$ cat config.mk
export PLATFORM = sky130hd
export DESIGN_NAME = mux81_rr_arbiter
export DESIGN_NICKNAME = d
export VERILOG_FILES = /design/src/rtl/mux81_rr_arbiter.sv
export SDC_FILE = /design/constraint.sdc
export NUM_CORES = 1
export LEC_CHECK = 0
export ABC_CLOCK_PERIOD_IN_PS = 6140
export BUFFER_PORTS_ARGS = -buffer_cell sky130_fd_sc_hd__buf_2
export CAP_MARGIN = 20
export CORE_MARGIN = 2
export CORE_UTILIZATION = 56
export DETAILED_ROUTE_END_ITERATION = 8
export PLACE_DENSITY = 0.81
export SETUP_SLACK_MARGIN = 0.5
export SLEW_MARGIN = 20
export SYNTH_ARGS = -nofsm -noshare
export SYNTH_HDL_FRONTEND = slang
export SYNTH_SLANG_ARGS = --single-unit
$ cat constraint.sdc
create_clock -name CLK -period 6.14 [get_ports CLK]
set_input_delay 0.614 -clock CLK [delete_from_list [all_inputs] [get_ports CLK]]
set_output_delay 0.614 -clock CLK [all_outputs]
set_load 0.005 [all_outputs]
$ cat src/rtl/mux81_rr_arbiter.sv
// mux81_rr_arbiter: round-robin arbiter sharing one MUX81 (8:1, 1-bit) among
// eight requesters. Emits a registered one-hot grant and the 3-bit mux select.
// An owner keeps the grant while it requests. A hold limit forces rotation
// when another requester is waiting. Between owners there is one SWITCH cycle
// followed by an IDLE arbitration cycle, so the mux output never switches
// mid-transfer.
module mux81_rr_arbiter #(
    parameter int MAX_HOLD = 16,  // 0 = unlimited, legal 0..255
    parameter int CNT_W    = 8    // 2**CNT_W must exceed MAX_HOLD
) (
    input  logic       CLK,
    input  logic       RST_N,
    input  logic [7:0] REQ,
    output logic [7:0] GNT,
    output logic [2:0] SEL,
    output logic       BUSY,
    output logic       EXPIRED
);

    typedef enum logic [1:0] {
        ST_IDLE   = 2'd0,
        ST_GRANT  = 2'd1,
        ST_SWITCH = 2'd2
    } state_t;

    // Last value the hold counter may reach. With an unlimited hold it
    // collapses to zero, which keeps the counter frozen.
    localparam logic             HOLD_EN   = (MAX_HOLD != 0);
    localparam logic [CNT_W-1:0] HOLD_LAST = (MAX_HOLD == 0) ? '0 : CNT_W'(MAX_HOLD - 1);

    state_t           state_q,    state_d;
    logic [7:0]       gnt_q,      gnt_d;
    logic [2:0]       sel_q,      sel_d;
    logic             busy_q,     busy_d;
    logic             expired_q,  expired_d;
    logic [2:0]       ptr_q,      ptr_d;
    logic [CNT_W-1:0] hold_cnt_q, hold_cnt_d;

    logic       owner_req;
    logic       others_pending;
    logic       hold_reached;
    logic [2:0] winner;
    logic [2:0] next_ptr;

    // First requester found scanning ptr, ptr+1, ... with wrap modulo 8.
    function automatic logic [2:0] rr_pick(input logic [7:0] req, input logic [2:0] ptr);
        logic [2:0] idx;
        logic [2:0] pick;
        logic       found;
        pick  = ptr;
        found = 1'b0;
        for (int i = 0; i < 8; i++) begin
            idx = ptr + 3'(i);
            if (!found && req[idx]) begin
                pick  = idx;
                found = 1'b1;
            end
        end
        return pick;
    endfunction

    // Helper terms for the grant decision; the owner is always the current SEL.
    always_comb begin
        owner_req      = REQ[sel_q];
        others_pending = |(REQ & ~gnt_q);
        hold_reached   = HOLD_EN && (hold_cnt_q == HOLD_LAST);
        winner         = rr_pick(REQ, ptr_q);
        next_ptr       = sel_q + 3'd1;
    end

    // Next-state and next-output computation for the IDLE/GRANT/SWITCH machine.
    always_comb begin
        state_d    = state_q;
        gnt_d      = gnt_q;
        sel_d      = sel_q;
        busy_d     = busy_q;
        expired_d  = 1'b0;
        ptr_d      = ptr_q;
        hold_cnt_d = hold_cnt_q;

        case (state_q)
            ST_IDLE: begin
                if (|REQ) begin
                    state_d    = ST_GRANT;
                    gnt_d      = 8'd1 << winner;
                    sel_d      = winner;
                    busy_d     = 1'b1;
                    hold_cnt_d = '0;
                end
            end

            ST_GRANT: begin
                if (!owner_req) begin
                    // Owner dropped: this takes priority over an expiry on the same edge.
                    state_d = ST_SWITCH;
                    gnt_d   = 8'h00;
                    busy_d  = 1'b0;
                    ptr_d   = next_ptr;
                end else if (hold_reached && others_pending) begin
                    state_d   = ST_SWITCH;
                    gnt_d     = 8'h00;
                    busy_d    = 1'b0;
                    expired_d = 1'b1;
                    ptr_d     = next_ptr;
                end else if (hold_cnt_q != HOLD_LAST) begin
                    hold_cnt_d = hold_cnt_q + 1'b1;
                end
            end

            ST_SWITCH: begin
                // Dead cycle. REQ is ignored and SEL stays on the previous owner.
                state_d = ST_IDLE;
            end

            default: begin
                state_d = ST_IDLE;
                gnt_d   = 8'h00;
                busy_d  = 1'b0;
            end
        endcase
    end

    // State and registered outputs; the asynchronous reset clears everything at once.
    always_ff @(posedge CLK or negedge RST_N) begin
        if (!RST_N) begin
            state_q    <= ST_IDLE;
            gnt_q      <= 8'h00;
            sel_q      <= 3'd0;
            busy_q     <= 1'b0;
            expired_q  <= 1'b0;
            ptr_q      <= 3'd0;
            hold_cnt_q <= '0;
        end else begin
            state_q    <= state_d;
            gnt_q      <= gnt_d;
            sel_q      <= sel_d;
            busy_q     <= busy_d;
            expired_q  <= expired_d;
            ptr_q      <= ptr_d;
            hold_cnt_q <= hold_cnt_d;
        end
    end

    assign GNT     = gnt_q;
    assign SEL     = sel_q;
    assign BUSY    = busy_q;
    assign EXPIRED = expired_q;

`ifndef SYNTHESIS
    // Output invariants: one-hot grant, grant matches BUSY and SEL, and no back-to-back expiry.
    a_onehot: assert property (@(posedge CLK) disable iff (!RST_N) $onehot0(gnt_q));
    a_busy:   assert property (@(posedge CLK) disable iff (!RST_N) ((gnt_q != 8'h00) == busy_q));
    a_sel:    assert property (@(posedge CLK) disable iff (!RST_N)
                               (gnt_q != 8'h00) |-> (gnt_q == (8'd1 << sel_q)));
    a_exp:    assert property (@(posedge CLK) disable iff (!RST_N) expired_q |=> !expired_q);
`endif

endmodule

# --- After elaboration in Yosys (flattened, before gate mapping) ---
# Index checks and enable logic that the tools add are counted.
# W data, S select, Z words.
word_totals:
  word_cells: 117
  latch_bits: 0
  inputBits: 10
  mem_bits_rw: 0
  rom_bits: 0
  n_memories: 0
  out_inout_bits: 13
  reg_bits: 26
classes:
  n_mux: 54
  n_shift: 1
  reduce_logical: 24
  n_addsub: 9
  bitwise: 3
  n_mul: 0
  div_mod_pow: 0
  n_eq_ne: 10
  order_cmp: 9
ops:
  columns: ["operator", "count"]
  rows:
  - ["$mux W8", 7]
  - ["$lt A3 B4 Y1 const B", 9]
  - ["$bmux W1 S3", 9]
  - ["$mux W3", 9]
  - ["$pmux W8 S3", 1]
  - ["$mux W1", 22]
  - ["$pmux W8 S2", 1]
  - ["$reduce_or A8 Y1", 2]
  - ["$add A3 B3 Y3 const B", 4]
  - ["$add A8 B1 Y8 const B", 1]
  - ["$and A8 B8 Y8", 1]
  - ["$eq A8 B4 Y1 const B", 1]
  - ["$logic_and A1 B1 Y1", 8]
  - ["$ne A2 B2 Y1 const B", 4]
  - ["$ne A8 B4 Y1 const B", 1]
  - ["$not A8 Y8", 1]
  - ["$shl A1 B3 Y8 const A", 1]
  - ["$logic_not A1 Y1", 7]
  - ["$add A3 B1 Y3 const B", 2]
  - ["$add A3 B2 Y3 const B", 2]
  - ["$mux W2", 3]
  - ["$reduce_and A2 Y1", 3]
  - ["$reduce_and A5 Y1", 1]
  - ["$pmux W2 S2", 1]
  - ["other kinds (9)", 9]

# --- Logic depth before layout (Yosys ltp) ---
logic_depth:
  depth_word: 27
  depth_mapped: 14
  depth_no_buf: 10

# --- Worst setup path after synthesis ---
# OpenSTA, ideal clock, no wires.
synth_timing:
  path_kind: "register to register"
  startpoint: "register ptr_q[1]"
  endpoint: "register gnt_q[6], in the netlist GNT[6]"
  n_path_buf: 4
  t_arrival_ns: 3.316
  setup_slack_ns: 2.702
  period_less_slack_ns: 3.438
  path_stages_with_launch: 15
  t_required_ns: 6.018
  setup_time_ns: 0.122
  cell_sequence: "dfrtp_1 clkbuf_1 buf_2 inv_1 ha_1 buf_2 buf_4 mux2i_1 mux4_1 a22oi_1 nor2_1 a211o_1 a21oi_1 nor2_1 a32o_1"
synth_via:
  elab_chain_cells: 27
  word_cells_on_any_way: 54
  classes_between: "add/sub (7); shift (1); mux (32); reduce/logical (14)"
synth_rtl:
  columns: ["item", "line_no", "source"]
  rows:
  - ["from (decl)", "36", "logic [2:0] ptr_q, ptr_d;"]
  - ["from (signal assigned)", "139", "ptr_q <= ptr_d;"]
  - ["branches (longest 23 deep; another with $add A3 B1 Y3)", null, null]
  - ["$mux W3 *", "54", "if (!found && req[idx]) begin"]
  - ["$shl A1 B3 Y8 *", "85", "gnt_d = 8'd1 << winner;"]
  - ["$mux W8 *", "83", "if (|REQ) begin"]
  - ["$pmux W8 S3 *", "81", "case (state_q)"]
  - ["to (signal assigned)", "135", "gnt_q <= gnt_d;"]
  - ["to (decl)", "32", "logic [7:0] gnt_q, gnt_d;"]
# Mark *: on every way between the ends. The select of a mux whose other input is x is not followed.
# A chain may end at the register's enable or synchronous reset.

# --- Worst setup path after layout ---
layout_timing:
  startpoint: "register ptr_q[1]"
  endpoint: "register gnt_q[5], in the netlist GNT[5]"
# Same word-level chain as after synthesis.

==> impl_metrics.csv <==
group,metric,value,unit
status,status,"finished clean",
power_and_ir_drop,vdd_ir_drop_max,0.317,mV
place,place_hpwl,3.98,mm
yosys,synth_cell_type_count,54,
yosys,syn_area_per_cell,9.68,µm²
yosys,synth_edf_count,0,
floorplanning,dieArea,0.00450,mm²
yosys,netlist_area,0.00223,mm²
yosys,synth_area_leader_cell,"dfrtp_1",
global_routing,grtUsageTotal,0.259,
floorplanning,fp.dieW,67.0,µm
global_routing,grt_max_degree,27,
drt,wirelength,5.30,mm
cts,post_cts_buffers,0,
yosys,syn_inst,230,
yosys,synth-async-reset-ratio,1.00,
yosys,synth_top_area_share,0.292,
floorplanning,start_util,0.595,
drt,drtPass1Iterations,4,
timing,worst_slack,1.91,ns
yosys,syn-num-nets,244,
setup_path,path_buf_inv,2,
cts,hold_buffers,0,
cts,clock_latency,0.26,ns
place,routabilityCongestion,0.977,
finish,area_delta_synth_final,7.59,%
setup_path,reg2regPathDepth,10,
global_routing,grt_overflow,0,
setup_path,critPathArrivalTime,4.39,ns
cts,ctsResizeCount,0,
global_routing,grt_pass1_wl,8.75,mm
cts,cts.sinks,26,
floorplanning,coreArea,0.00374,mm²
setup_path,crit_path_top_delay_cell,"dfrtp_1",
timing,maxSlewHeadroom,0.446,
timing,fmax,0.236,GHz
global_routing,grt_pass1_vias,1717,
drt,wl_per_cell,18.1,µm
cts,cts.clk_slew.worst_paths,0.08,ns
global_routing,antenna_found_initial,0,
timing,hold_ws,0.327,ns
finish,nets,260,
finish,fin_area,0.00239,mm²
timing,finalCritPeriodShare,0.689,
setup_path,slowest_delay,0.74,ns
drt,drtIter0Drc,233,
power_and_ir_drop,leakagePower,1.10,nW
yosys,synth_flop_cell,"dfrtp_1",
setup_path,cp-start-kind,"flop",
timing,rsz0062_at_grt,"no",
cts,tritoncts,"built",
setup_path,timing.rr.end,"GNT[5]",
yosys,synth-seq-cells,26,
cts,root_buffer,"clkbuf_8",
place,dp_slack,1.98,ns
cts,htreeDepth,1,
drt,postRouteAntennaNets,0,
drt,route.detailed.drc,0,
setup_path,reg2reg_slack,1.91,ns
setup_path,cpMostUsedCell,"inv_1",
setup_path,critPathKind,"reg -> reg",
flow_run,cap_violations,0,
cts,cts_buffers,3,
floorplanning,num_io_pins,23,
timing,worst_slew_pin_slew,0.826,ns
place,dpl-instance-area,0.00234,mm²
drt,viasPerCell,6.63,
cts,ctsLongestPathBuffers,2,
finish,fin_cells,293,
place,io_buffers,22,
timing,finalCriticalPeriod,4.23,ns
setup_path,cpLargestDelayFamily,"multiplexers",
floorplanning,die_h,67.0,µm
hold_path,hold_path_class,"in -> async",
floorplanning,placementRows,22,
setup_path,rr_startpoint,"ptr_q[1]",
finish,fillers,322,
setup_path,crit_required,6.30,ns
power_and_ir_drop,power_density,589,mW/mm²
finish,drive_gt1_frac,0.167,
finish,diodes,0,
timing,hold_violations,0,
setup_path,cp-end-kind,"flop",
setup_path,cp_cell_sequence,"inv_1 -> ha_1 -> mux4_1 -> mux2_2 -> or2_0 -> nor4_4 -> nor3_1 -> xnor2_2 -> inv_1 -> a32o_1",
timing,setup_viol,0,
setup_path,startpoint,"ptr_q[1]",
yosys,synth.yosys.warnings,0,
yosys,synth_area_leaders,"dfrtp_1, mux4_1, mux4_2",
drt,via_count,1944,
timing,clock_skew,0.00226,ns
place,dp.cells,289,
setup_path,critical_path.max_fanout,16,
timing,setup-tns-final,0,ns
yosys,yosysSeqAreaShare,0.292,
timing,slew_viol_final,0,
-- state kept, by name (all words and copies together), names as in the netlist --
register,cells
BUSY,1
EXPIRED,1
GNT,8
SEL,3
hold_cnt_q,8
ptr_q,3
state_q,2
-- cell usage after synthesis (5+ instances only) --
cell,number
o22ai_1,6
mux4_1,10
inv_1,18
mux2i_1,8
nand2_1,23
dfrtp_1,26
a21oi_1,8
o21ai_0,16
nor2_1,17
xor2_1,6
a32o_1,5
-- cells by family after synthesis --
family	share of synthesized area
DFF	0.292
buffers and inverters	0.0556
adders and majority gates	0.0225
xor gates and xnor gates	0.0427
and+or+nand+nor	0.168
AOI/OAI and AO/OA	0.204
muxes	0.215
-- area by class of cell --
cell class | count | area, µm² | share of cell area
multi-input cells | 175 | 1450 | 0.606
flip-flops and latches | 26 | 651 | 0.272
repair buffers | 22 | 110 | 0.0460
inverters | 18 | 67.6 | 0.0282
well taps | 48 | 60.1 | 0.0251
clock buffers | 4 | 55.1 | 0.0230
-- placed cells by master (no fill, tap or decap), drive strengths merged, types with 5 or more instances in the layout --
master,count
buf,22
a32o,5
dfrtp,26
o21ai,16
xor2,6
inv,18
nor2,17
nand2,23
mux2i,8
o22ai,6
mux4,14
a21oi,8
-- power by group --
group | switching (mW) | leakage [nW] | internal (mW)
Clock | 0.0501 | 0.0288 | 0.0573
Sequential | 0.0907 | 0.344 | 0.221
Combinational | 0.568 | 0.725 | 0.424
Total | 0.708 | 1.10 | 0.702
-- metal layers --
metal	vias to the layer above	track usage	wire (µm)
met5	-	0	0
met4	0	0.0434	61
met3	10	0.0541	378
met2	84	0.397	2430
met1	943	0.382	2430
li1	907	-	-
-- worst max-delay path by stage --
stage	to	slack, ns	depth (start not counted)
5_1_grt	GNT[5]	1.65	10
4_1_cts	GNT[5]	1.98	10
3_5_place_dp	GNT[5]	1.98	10
6_report	GNT[5]	1.91	10
2_1_floorplan	GNT[6]	2.70	14
3_3_place_gp	GNT[5]	2.10	10
-- metrics by stage --
stage | power [mW] | util
after global routing | 1.52 | 0.640
after CTS | 1.39 | 0.640
final | 1.41 | 0.640
after floorplan | 1.09 | -
after global placement | 1.27 | 0.625
after detailed placement | 1.28 | 0.625
Note: power is estimated with default switching activity, not from simulation.
